$ cat config.mk
export PLATFORM = sky130hd
export DESIGN_NAME = mem_arbiter
export DESIGN_NICKNAME = d
export VERILOG_FILES = /design/src/rtl/mem_arbiter.sv
export SDC_FILE = /design/constraint.sdc
export NUM_CORES = 1
export LEC_CHECK = 0
export CAP_MARGIN = 30
export CORE_MARGIN = 1.5
export CORE_UTILIZATION = 41
export CTS_CLUSTER_SIZE = 40
export DETAILED_ROUTE_END_ITERATION = 16
export GPL_TIMING_DRIVEN = 0
export PLACE_DENSITY_LB_ADDON = 0.2
export SLEW_MARGIN = 10
export SYNTH_ARGS = -nofsm -noshare
export SYNTH_HDL_FRONTEND = slang
export SYNTH_SLANG_ARGS = --single-unit
export TNS_END_PERCENT = 1
$ cat constraint.sdc
create_clock -name clock -period 2.2 [get_ports clock]
set_input_delay 0.22 -clock clock [delete_from_list [all_inputs] [get_ports clock]]
set_output_delay 0.22 -clock clock [all_outputs]
set_load 0.01 [all_outputs]
$ cat src/rtl/mem_arbiter.sv
// Two-requester round-robin arbiter onto a single memory port.
// Registered memory command, read return with timeout fallback.
module mem_arbiter #(
   parameter int ADDR_WIDTH    = 20,
   parameter int DATA_WIDTH    = 16,
   parameter int TIMEOUT_WIDTH = 8,
   localparam int BE_WIDTH     = DATA_WIDTH / 8
) (
   input  logic                  clock,
   input  logic                  reset_n,
   input  logic [ADDR_WIDTH-1:0] m0_address,
   input  logic [BE_WIDTH-1:0]   m0_byteenable,
   input  logic [DATA_WIDTH-1:0] m0_writedata,
   input  logic                  m0_read,
   input  logic                  m0_write,
   output logic                  m0_waitrequest,
   output logic [DATA_WIDTH-1:0] m0_readdata,
   output logic                  m0_readdataready,
   input  logic [ADDR_WIDTH-1:0] m1_address,
   input  logic [BE_WIDTH-1:0]   m1_byteenable,
   input  logic [DATA_WIDTH-1:0] m1_writedata,
   input  logic                  m1_read,
   input  logic                  m1_write,
   output logic                  m1_waitrequest,
   output logic [DATA_WIDTH-1:0] m1_readdata,
   output logic                  m1_readdataready,
   output logic [ADDR_WIDTH-1:0] address,
   output logic [BE_WIDTH-1:0]   byteenable,
   output logic                  read,
   output logic                  write,
   output logic [DATA_WIDTH-1:0] writedata,
   input  logic [DATA_WIDTH-1:0] readdata,
   input  logic                  readdataready,
   input  logic                  waitrequest,
   output logic                  read_timeout
);

   typedef enum logic [1:0] {
      IDLE,
      WRITE,
      READ_REQ,
      READ_WAIT
   } state_t;

   state_t                   state, state_nxt;
   logic                     grant, grant_nxt;
   logic                     prio, prio_nxt;
   logic [ADDR_WIDTH-1:0]    addr_nxt;
   logic [BE_WIDTH-1:0]      be_nxt;
   logic [DATA_WIDTH-1:0]    wd_nxt;
   logic                     rd_nxt, wr_nxt;
   logic [DATA_WIDTH-1:0]    rdata0_nxt, rdata1_nxt;
   logic                     rdr0_nxt, rdr1_nxt;
   logic                     to_nxt;
   logic [TIMEOUT_WIDTH-1:0] cnt, cnt_nxt;
   logic                     ret_en;
   logic [DATA_WIDTH-1:0]    ret_data;

   logic                     req0, req1, sel, sel_wr;
   logic [ADDR_WIDTH-1:0]    sel_addr;
   logic [BE_WIDTH-1:0]      sel_be;
   logic [DATA_WIDTH-1:0]    sel_wd;
   logic                     accept;

   assign req0 = m0_read | m0_write;
   assign req1 = m1_read | m1_write;
   // prio names the requester that wins a tie
   assign sel      = (req0 & req1) ? prio : req1;
   assign sel_wr   = sel ? m1_write : m0_write;
   assign sel_addr = sel ? m1_address : m0_address;
   assign sel_be   = sel ? m1_byteenable : m0_byteenable;
   assign sel_wd   = sel ? m1_writedata : m0_writedata;

   assign accept = ((state == WRITE) || (state == READ_REQ)) && !waitrequest;
   assign m0_waitrequest = !(accept && !grant);
   assign m1_waitrequest = !(accept && grant);

   always_comb begin
      state_nxt = state;
      grant_nxt = grant;
      prio_nxt  = prio;
      addr_nxt  = address;
      be_nxt    = byteenable;
      wd_nxt    = writedata;
      rd_nxt    = read;
      wr_nxt    = write;
      cnt_nxt   = cnt;
      to_nxt    = read_timeout;
      ret_en    = 1'b0;
      ret_data  = readdata;
      unique case (state)
         IDLE: begin
            if (req0 | req1) begin
               grant_nxt = sel;
               prio_nxt  = ~sel;
               addr_nxt  = sel_addr;
               be_nxt    = sel_be;
               wd_nxt    = sel_wd;
               if (sel_wr) begin
                  wr_nxt    = 1'b1;
                  state_nxt = WRITE;
               end else begin
                  rd_nxt    = 1'b1;
                  state_nxt = READ_REQ;
               end
            end
         end
         WRITE: begin
            if (!waitrequest) begin
               wr_nxt    = 1'b0;
               state_nxt = IDLE;
            end
         end
         READ_REQ: begin
            if (!waitrequest) begin
               rd_nxt    = 1'b0;
               cnt_nxt   = '0;
               state_nxt = READ_WAIT;
            end
         end
         READ_WAIT: begin
            if (readdataready) begin
               ret_en    = 1'b1;
               state_nxt = IDLE;
            end else if (cnt == '1) begin
               ret_en    = 1'b1;
               ret_data  = '1;
               to_nxt    = 1'b1;
               state_nxt = IDLE;
            end else begin
               cnt_nxt = cnt + 1'b1;
            end
         end
      endcase
      rdata0_nxt = m0_readdata;
      rdata1_nxt = m1_readdata;
      rdr0_nxt   = ret_en & ~grant;
      rdr1_nxt   = ret_en & grant;
      if (ret_en) begin
         if (grant) rdata1_nxt = ret_data;
         else       rdata0_nxt = ret_data;
      end
   end

   always_ff @(posedge clock or negedge reset_n) begin
      if (!reset_n) begin
         state            <= IDLE;
         grant            <= 1'b0;
         prio             <= 1'b0;
         address          <= '0;
         byteenable       <= '0;
         writedata        <= '0;
         read             <= 1'b0;
         write            <= 1'b0;
         m0_readdata      <= '0;
         m1_readdata      <= '0;
         m0_readdataready <= 1'b0;
         m1_readdataready <= 1'b0;
         read_timeout     <= 1'b0;
         cnt              <= '0;
      end else begin
         state            <= state_nxt;
         grant            <= grant_nxt;
         prio             <= prio_nxt;
         address          <= addr_nxt;
         byteenable       <= be_nxt;
         writedata        <= wd_nxt;
         read             <= rd_nxt;
         write            <= wr_nxt;
         m0_readdata      <= rdata0_nxt;
         m1_readdata      <= rdata1_nxt;
         m0_readdataready <= rdr0_nxt;
         m1_readdataready <= rdr1_nxt;
         read_timeout     <= to_nxt;
         cnt              <= cnt_nxt;
      end
   end

endmodule

# Word level (Yosys, flattened, before mapping)
# Cells that the tools add are included.
[word_totals]
elab_cells = 85
register_bits = 87
ramBits = 0
memories = 0
latchBits = 0
out_inout_bits = 77
input_bits = 100
romBits = 0
[classes]
add_sub_neg = 1
n_shift = 0
reduce_logical = 20
n_lt_le_gt_ge = 0
n_bitwise = 9
muxes = 29
div_mod_pow = 0
n_mul = 0
eq_ne = 12
[op_table]
columns = ["op", "n"]
rows = [
  ["16-bit 2-to-1 mux", 4],
  ["8-bit 2-to-1 mux", 3],
  ["20-bit 2-to-1 mux", 1],
  ["8-bit case mux with 2 select lines", 1],
  ["4-bit AND reduction", 4],
  ["2-bit 2-to-1 mux", 7],
  ["2-bit inequality test (second input constant)", 7],
  ["1-bit 2-to-1 mux", 10],
  ["8-bit by 1-bit adder with 8-bit output (second input constant)", 1],
  ["8-bit == test (second input constant)", 1],
  ["2-bit case mux with 4 select lines", 1],
  ["2-bit AND reduction", 3],
  ["2-bit nonzero test", 3],
  ["2-bit == test (second input constant)", 2],
  ["1-bit logical NOT", 4],
  ["1-bit case mux with 2 select lines", 2],
  ["1-bit AND", 3],
  ["1-bit logical AND", 3],
  ["3-bit inequality test (second input constant)", 1],
  ["1-bit inverter", 3],
  ["1-bit OR", 3],
  ["3-bit AND reduction", 1],
  ["2-bit by 1-bit == test with 1-bit output (second input constant)", 1],
  ["2-bit logical NOT", 1],
  ["1-bit logical OR", 1],
]

# Longest topological paths before layout
# Gate-level depths: netlist of run 1.
[logic_depth]
depth_word = 7
mapped_depth = 9

# Worst setup path after synthesis of run 1
# Ideal clock, no wire load.
[synth_path]
path_type = "register to register"
start = "register state[0]"
end = "register cnt[5]"
slack_ps = 496
synth_period_minus_slack_ps = 1704
arrival_ps = 1583
required_ps = 2080
path_stages_with_launch = 9
path_buffers = 2
path_cell_list = "dfrtp_1 -> inv_1 -> ha_1 -> clkbuf_1 -> or3b_1 -> clkbuf_1 -> o21ai_1 -> nor2_1 -> o211a_1"
[synth_between]
elab_chain_cells = 3
elab_cells_between_ends = 8
classes_between = "eq/ne: 5; mux: 1; reduce/logical: 2"
[synth_lines]
columns = ["item", "line", "text"]
rows = [
  ["from (decl)", "45", "state_t state, state_nxt;"],
  ["from (signal assigned)", "162", "state <= state_nxt;"],
  ["2-bit == test", "91", "unique case (state)"],
  ["2-bit inequality test (no source line) or 2-bit nonzero test (tied branches)", "-", ""],
  ["4-bit AND reduction (no source line)", "-", ""],
  ["to (signal assigned)", "175", "cnt <= cnt_nxt;"],
  ["to (decl)", "55", "logic [TIMEOUT_WIDTH-1:0] cnt, cnt_nxt;"],
]
# Parallel ways exist; a longest one is shown, timed or not.
# A chain may end at the register's enable or synchronous reset.

# Worst setup path after layout of run 1
[layout_path]
start = "register state[0]"
end = "output port m0_waitrequest"
[layout_between]
elab_chain_cells = 5
elab_cells_between_ends = 6
classes_between = "eq/ne: 2; reduce/logical: 4"
[layout_lines]
columns = ["item", "line", "text"]
rows = [
  ["2-bit by 1-bit == test with 1-bit output or 2-bit == test (tied branches)", "74", "assign accept = ((state == WRITE) || (state == READ_REQ)) && !waitrequest;"],
  ["1-bit logical OR (*)", "74", ""],
  ["1-bit logical AND (*)", "74", ""],
  ["1-bit logical AND (*)", "75", "assign m0_waitrequest = !(accept && !grant);"],
  ["1-bit logical NOT (*)", "75", ""],
  ["to (decl)", "16", "output logic m0_waitrequest,"],
]
# Mark *: on every way between the ends. The rest lies on a longest branch, timed or not.

==> qor.csv, run 1 <==
metric;value;unit
Die Ht;99.6;um
CTS Root Cell;clkbuf_8;
buffers added on ports;176;
crit path DAT;1.82;ns
sum of net half-perimeters after detailed placement;7850;um
RSZ-0062 raised after global routing;no;
worst hold path class;in2async;
proportion of layout cells with a drive suffix above 1;8.37;%
Avg Inst Size Synth;12.0;sq um
Post-synth top flop;dfrtp_1;
fmax;489;MHz
initial DRC count;257;
EDFF count, synth;0;
Synth Instances;319;
final global-route overflow total;0;
# rows;35;
vias;3350;
final setup violating endpoints;0;
fillcell total;731;
area delta synth->final;56.3;%
Synth top area share;56.9;%
Mapped Nets;424;
Die Area;9920;sq um
Max-Cap Viols;0;
Leak Pwr;2.63;nW
total power;7.83;mW
Critical Path Start Type;flip-flop;
Routed Antenna Nets;0;
Synth Cell Area;3830;sq um
Slew Limit Headroom;61.6;%
#FFs+latches synth;87;
Die X;99.6;um
RePlAce Congestion;0.806;
DRT Pass-1 Iters;5;
final net count;614;
Ports;177;
WP data required;1.98;ns
core area;9150;sq um
ant diodes;0;
Longest Clk Path Bufs;2;
Clk Latency, worst-skew pair;0.36;ns
vias in the first global route;3325;
CTS tree;built;
Num CTS Buffers;9;
total wire length;10300;um
H-Tree Depth;3;
post-route minimum period;2.04;ns
initial cell density of the core;41.8;%
leading cell types by count after synthesis;dfrtp_1 (87), inv_1 (49), a222oi_1 (38);
WL/cell;16.5;um
final worst path period share;92.9;%
register area share after synthesis;56.9;%
area leader, netlist;dfrtp_1;
R2R cell count;7;
count of cell types in the netlist;46;
drc violations;0;
status;complete, no violations;
top-count cell post-synth;dfrtp_1;
Reg clk slew, reported paths;0.11;ns
Hold Vio Cnt, Final;0;
asr flop ratio synth;100;%
GRT Overall Usage;21.5;%
kind of critical path;reg2out;
final slew viol count;0;
first-pass GRT wire length;16800;um
initial antenna violation count;0;
worst clock skew;0.0183;ns
Max VDD drop;0.631;mV
Crit Path Max Fanout;3;
Setup crit end kind;output port;
Yosys warnings;0;
largest net degree at the start of global routing;50;
Clock Sinks;87;
pwr/cell area;1310;nW/um^2
Vias/cell;5.36;
worst slew pin tran;0.570;ns
ranking of synthesized cells by area;dfrtp_1 (57%), a222oi_1 (9.9%), o22a_1 (6.9%), inv_1 (4.8%), mux2i_1 (2.1%);
final core utilization;65.4;%
-- power breakdown --
| part | switching, mW | internal (mW) |
|---|---|---|
| clock network | 0.674 | 0.459 |
| logic | 1.72 | 2.24 |
| registers | 0.421 | 2.32 |
| total | 2.81 | 5.02 |
-- per-layer routing --
metal / track usage [%] / up-vias / part of all wire, %
li1: - / 1588 / -
met1: 25.9 / 1612 / 41
met2: 36.8 / 136 / 50
met3: 6.25 / 14 / 7.8
met4: 7.58 / 0 / 1.8
met5: 0 / - / 0
-- kinds of logic after synthesis --
kind of cell	Yosys count	share of synthesized area, %
adders and majority gates	5	1.63
muxes	9	2.39
buffers and inverters	73	8.34
DFF	87	56.9
and+or+nand+nor	46	6.93
AOI/OAI and AO/OA	99	23.8
-- state kept, by name (all words and copies together), names as in the netlist --
| name | cells |
|---|---|
| writedata | 16 |
| m0_readdata | 16 |
| read | 1 |
| m1_readdata | 16 |
| byteenable | 2 |
| address | 20 |
| cnt | 8 |
| grant | 1 |
| write | 1 |
| m0_readdataready | 1 |
| m1_readdataready | 1 |
| prio | 1 |
| state | 2 |
| read_timeout | 1 |
-- through the flow --
stage / TNS [ns] / hold slack, ns / area (sq um) / cells / setup slack [ns]
6_report: 0 / 0.370 / 5980 / 625 / 0.157
5_1_grt: 0 / 0.402 / 5980 / 625 / 0.00657
4_1_cts: 0 / 0.373 / 5980 / 625 / 0.0774
3_5_place_dp: 0 / 0.230 / 5750 / 607 / 0.171
3_3_place_gp: -194.64 / 0.452 / 5730 / 606 / -2.24
2_1_floorplan: 0 / -0.0756 / 3830 / 319 / 0.496
-- final timing paths --
kind / from / end / slack [ns]
setup / recovery: state[0] / m0_waitrequest / 0.16
hold / removal: reset_n / m1_readdata[7] / 0.37
setup reg to reg: state[1] / cnt[6] / 0.17
hold reg to reg: read_timeout / read_timeout / 0.47
max in group asynchronous: reset_n / address[3] / 1.20
min in group clock: m1_writedata[9] / writedata[9] / 0.44
-- layout by cell type, fill, tap and decap left out, types with 2 or more instances in the layout --
| cell | n |
|---|---|
| a211oi_1 | 4 |
| a21o_1 | 2 |
| a21oi_1 | 2 |
| a222oi_1 | 38 |
| and3_1 | 2 |
| buf_2 | 11 |
| buf_4 | 2 |
| buf_6 | 2 |
| clkbuf_1 | 9 |
| clkbuf_8 | 9 |
| clkdlybuf4s50_1 | 174 |
| clkinv_8 | 3 |
| dfrtp_1 | 87 |
| ha_1 | 5 |
| inv_1 | 49 |
| inv_6 | 3 |
| mux2i_1 | 8 |
| nand2_1 | 9 |
| nand2b_1 | 4 |
| nand3_1 | 8 |
| nand3b_1 | 4 |
| nor2_1 | 8 |
| nor3_1 | 2 |
| o211ai_1 | 3 |
| o21ai_0 | 5 |
| o22a_1 | 30 |
| o32a_1 | 2 |
-- critical path: stages, from the launching register on --
cell and delay, ns:
dfrtp_1 0.39, inv_1 0.08, ha_1 0.30, or3b_2 0.44, clkdlybuf4s15_1 0.25
-- layout make-up --
type	count	area, sq um	area share (%)
multi-input cells	159	1330	22.3
well taps	111	139	2.32
flip-flops and latches	87	2180	36.4
clock inverters	7	86.3	1.44
repair buffers	179	1800	30.2
inverters	49	184	3.07
clock buffers	9	124	2.07
plain buffers	24	136	2.28
-- what timing repair did --
item | in CTS | in global routing
endpoints found under the hold margin | 38 | 0
buffers inserted | 1 | 0
gates resized for setup | 1 | 3
endpoints found under the setup margin | 1 | 3
hold buffers | 1 | 0
Note: power is estimated with default switching activity, not from simulation.
==> run 2: changes to the inputs <==
GPL_TIMING_DRIVEN = not set   (was 0)
SETUP_SLACK_MARGIN = 0.2   (was not set)
==> run 2 against run 1 <==
Core utilization decreased by 0.55 points. Cell count is 1.8% lower. Count of clock-buffer cells in the layout up 2. Critical path type unchanged.
==> qor.csv, run 2 (synthesis results as in run 1) <==
metric;value;unit
status;complete, no violations;
met2 WL post-DR;5310;um
Critical Path Start Type;flip-flop;
DRT Pass-1 Iters;8;
reg2reg setup slack;0.34;ns
buffers added on ports;176;
commonest cells after routing, fill and taps aside;clkdlybuf4s50_1 (174), dfrtp_1 (87), inv_1 (49), a222oi_1 (38), o22a_1 (30);
fillcell total;742;
Sum Neg Setup Slack;0;ns
met1 wire length;4340;um
Largest stage delay, worst path;0.54;ns
register area;2180;sq um
kind of critical path;reg2out;
Reg clk slew, reported paths;0.09;ns
Slew Limit Headroom;57.9;%
initial antenna violation count;0;
most common cell after layout, fill and taps aside;clkdlybuf4s50_1;
Die X;99.6;um
total wire length;10700;um
vias in the first global route;3541;
Hold Vio Cnt, Final;0;
final slew viol count;0;
Routed Antenna Nets;0;
core area;9150;sq um
Worst path slowest cell;clkdlybuf4s50_1;
vias;3405;
sum of net half-perimeters after detailed placement;7710;um
RePlAce Congestion;0.761;
Setup crit end kind;output port;
ant diodes;0;
final setup violating endpoints;0;
final cell count without fillers;614;
Max VDD drop;0.638;mV
highest routed metal layer;met4;
GRT Overall Usage;22.3;%
WP data required;1.98;ns
initial DRC count;172;
pwr/cell area;1320;nW/um^2
largest net degree at the start of global routing;41;
Die Area;9920;sq um
fmax;516;MHz
proportion of layout cells with a drive suffix above 1;8.35;%
final net count;603;
Leak Pwr;2.59;nW
# rows;35;
area delta synth->final;55.0;%
post-route minimum period;1.94;ns
CP Cell Sequence;inv_1 > ha_1 > nand3b_1 > clkdlybuf4s50_1;
first-pass GRT wire length;17400;um
Biggest register;address;
R2R cell count;6;
Vias/cell;5.55;
Longest Clk Path Bufs;2;
max FFs per register;20;
Max-Cap Viols;0;
final global-route overflow total;0;
Clock Sinks;87;
Ports;177;
worst slew pin tran;0.626;ns
final worst path period share;88.2;%
Placed Instances;595;
Clk Latency, worst-skew pair;0.35;ns
WL/cell;17.5;um
CTS tree;built;
Crit Path Max Fanout;3;
RSZ-0062 raised after global routing;yes;
area of the multi-input gates;1350;sq um
Num CTS Buffers;9;
CTS Root Cell;clkbuf_8;
initial cell density of the core;41.8;%
Die Ht;99.6;um
worst hold path class;in2async;
worst clock skew;0.0163;ns
drc violations;0;
crit path DAT;1.72;ns
DR WL met3;831;um
H-Tree Depth;3;
## run 2: changes by cell type in the layout (fill, tap and decap cells not counted), moves of 3 or more
cell        before  now
buf_2           11    1
clkbuf_1         9    1
clkinvlp_4       0    3
buf_4            2   13
clkinv_8         3    0
## run 2: metal layers
layer,up-vias,global-route usage (%)
li1,1573,-
met1,1674,27.2
met2,141,37.6
met3,17,6.39
met4,0,8.13
met5,-,0
## run 2: final timing paths
check	startpoint	to
min in group clock	m1_writedata[6]	writedata[6]
worst max register to register	state[1]	cnt[6]
worst max-delay path	state[0]	m1_waitrequest
worst min register to register	read_timeout	read_timeout
worst min-delay path	reset_n	m0_readdata[7]
max in group asynchronous	reset_n	read_timeout
## run 2: area by class of cell
cell class                      instances  share of cell area (%)
Clock buffer                           11                    2.38
Clock inverter                          5                   0.675
Inverter                               49                    3.10
Multi-Input combinational cell        159                    22.7
Sequential cell                        87                    36.7
Tap cell                              111                    2.34
Timing Repair Buffer                  192                    32.1
## run 2: power breakdown
part           internal, mW  switching (mW)
Clock                 0.450           0.594
Combinational          2.28            1.74
Sequential             2.32           0.415
## run 2: what timing repair did
action | in CTS | in global routing
endpoints found under the hold margin | 32 | 0
buffers inserted | 2 | 0
pin swaps | 0 | 0
resized for setup | 4 | 3
endpoints found under the setup margin | 22 | 43
hold buffers | 1 | 0
## run 2: stage by stage
step / power (mW) / utilization [%] / area [sq um] / setup slack [ns] / hold slack [ns]
after floorplan: 4.72 / - / 3830 / 0.496 / -0.0756
after global placement: 6.65 / 62.5 / 5720 / 0.226 / 0.199
after detailed placement: 6.77 / 62.5 / 5720 / 0.130 / 0.204
after CTS: 7.85 / 64.7 / 5920 / 0.205 / 0.361
after global routing: 8.35 / 64.8 / 5930 / 0.167 / 0.379
final: 7.80 / 64.8 / 5930 / 0.260 / 0.358
## run 2: critical path: cells and delay by family, from the launching register on
family	cells	cell delay [ns]
fa+ha+maj	1	0.25
buf+inv	2	0.65
flops	1	0.39
simple gates	1	0.09
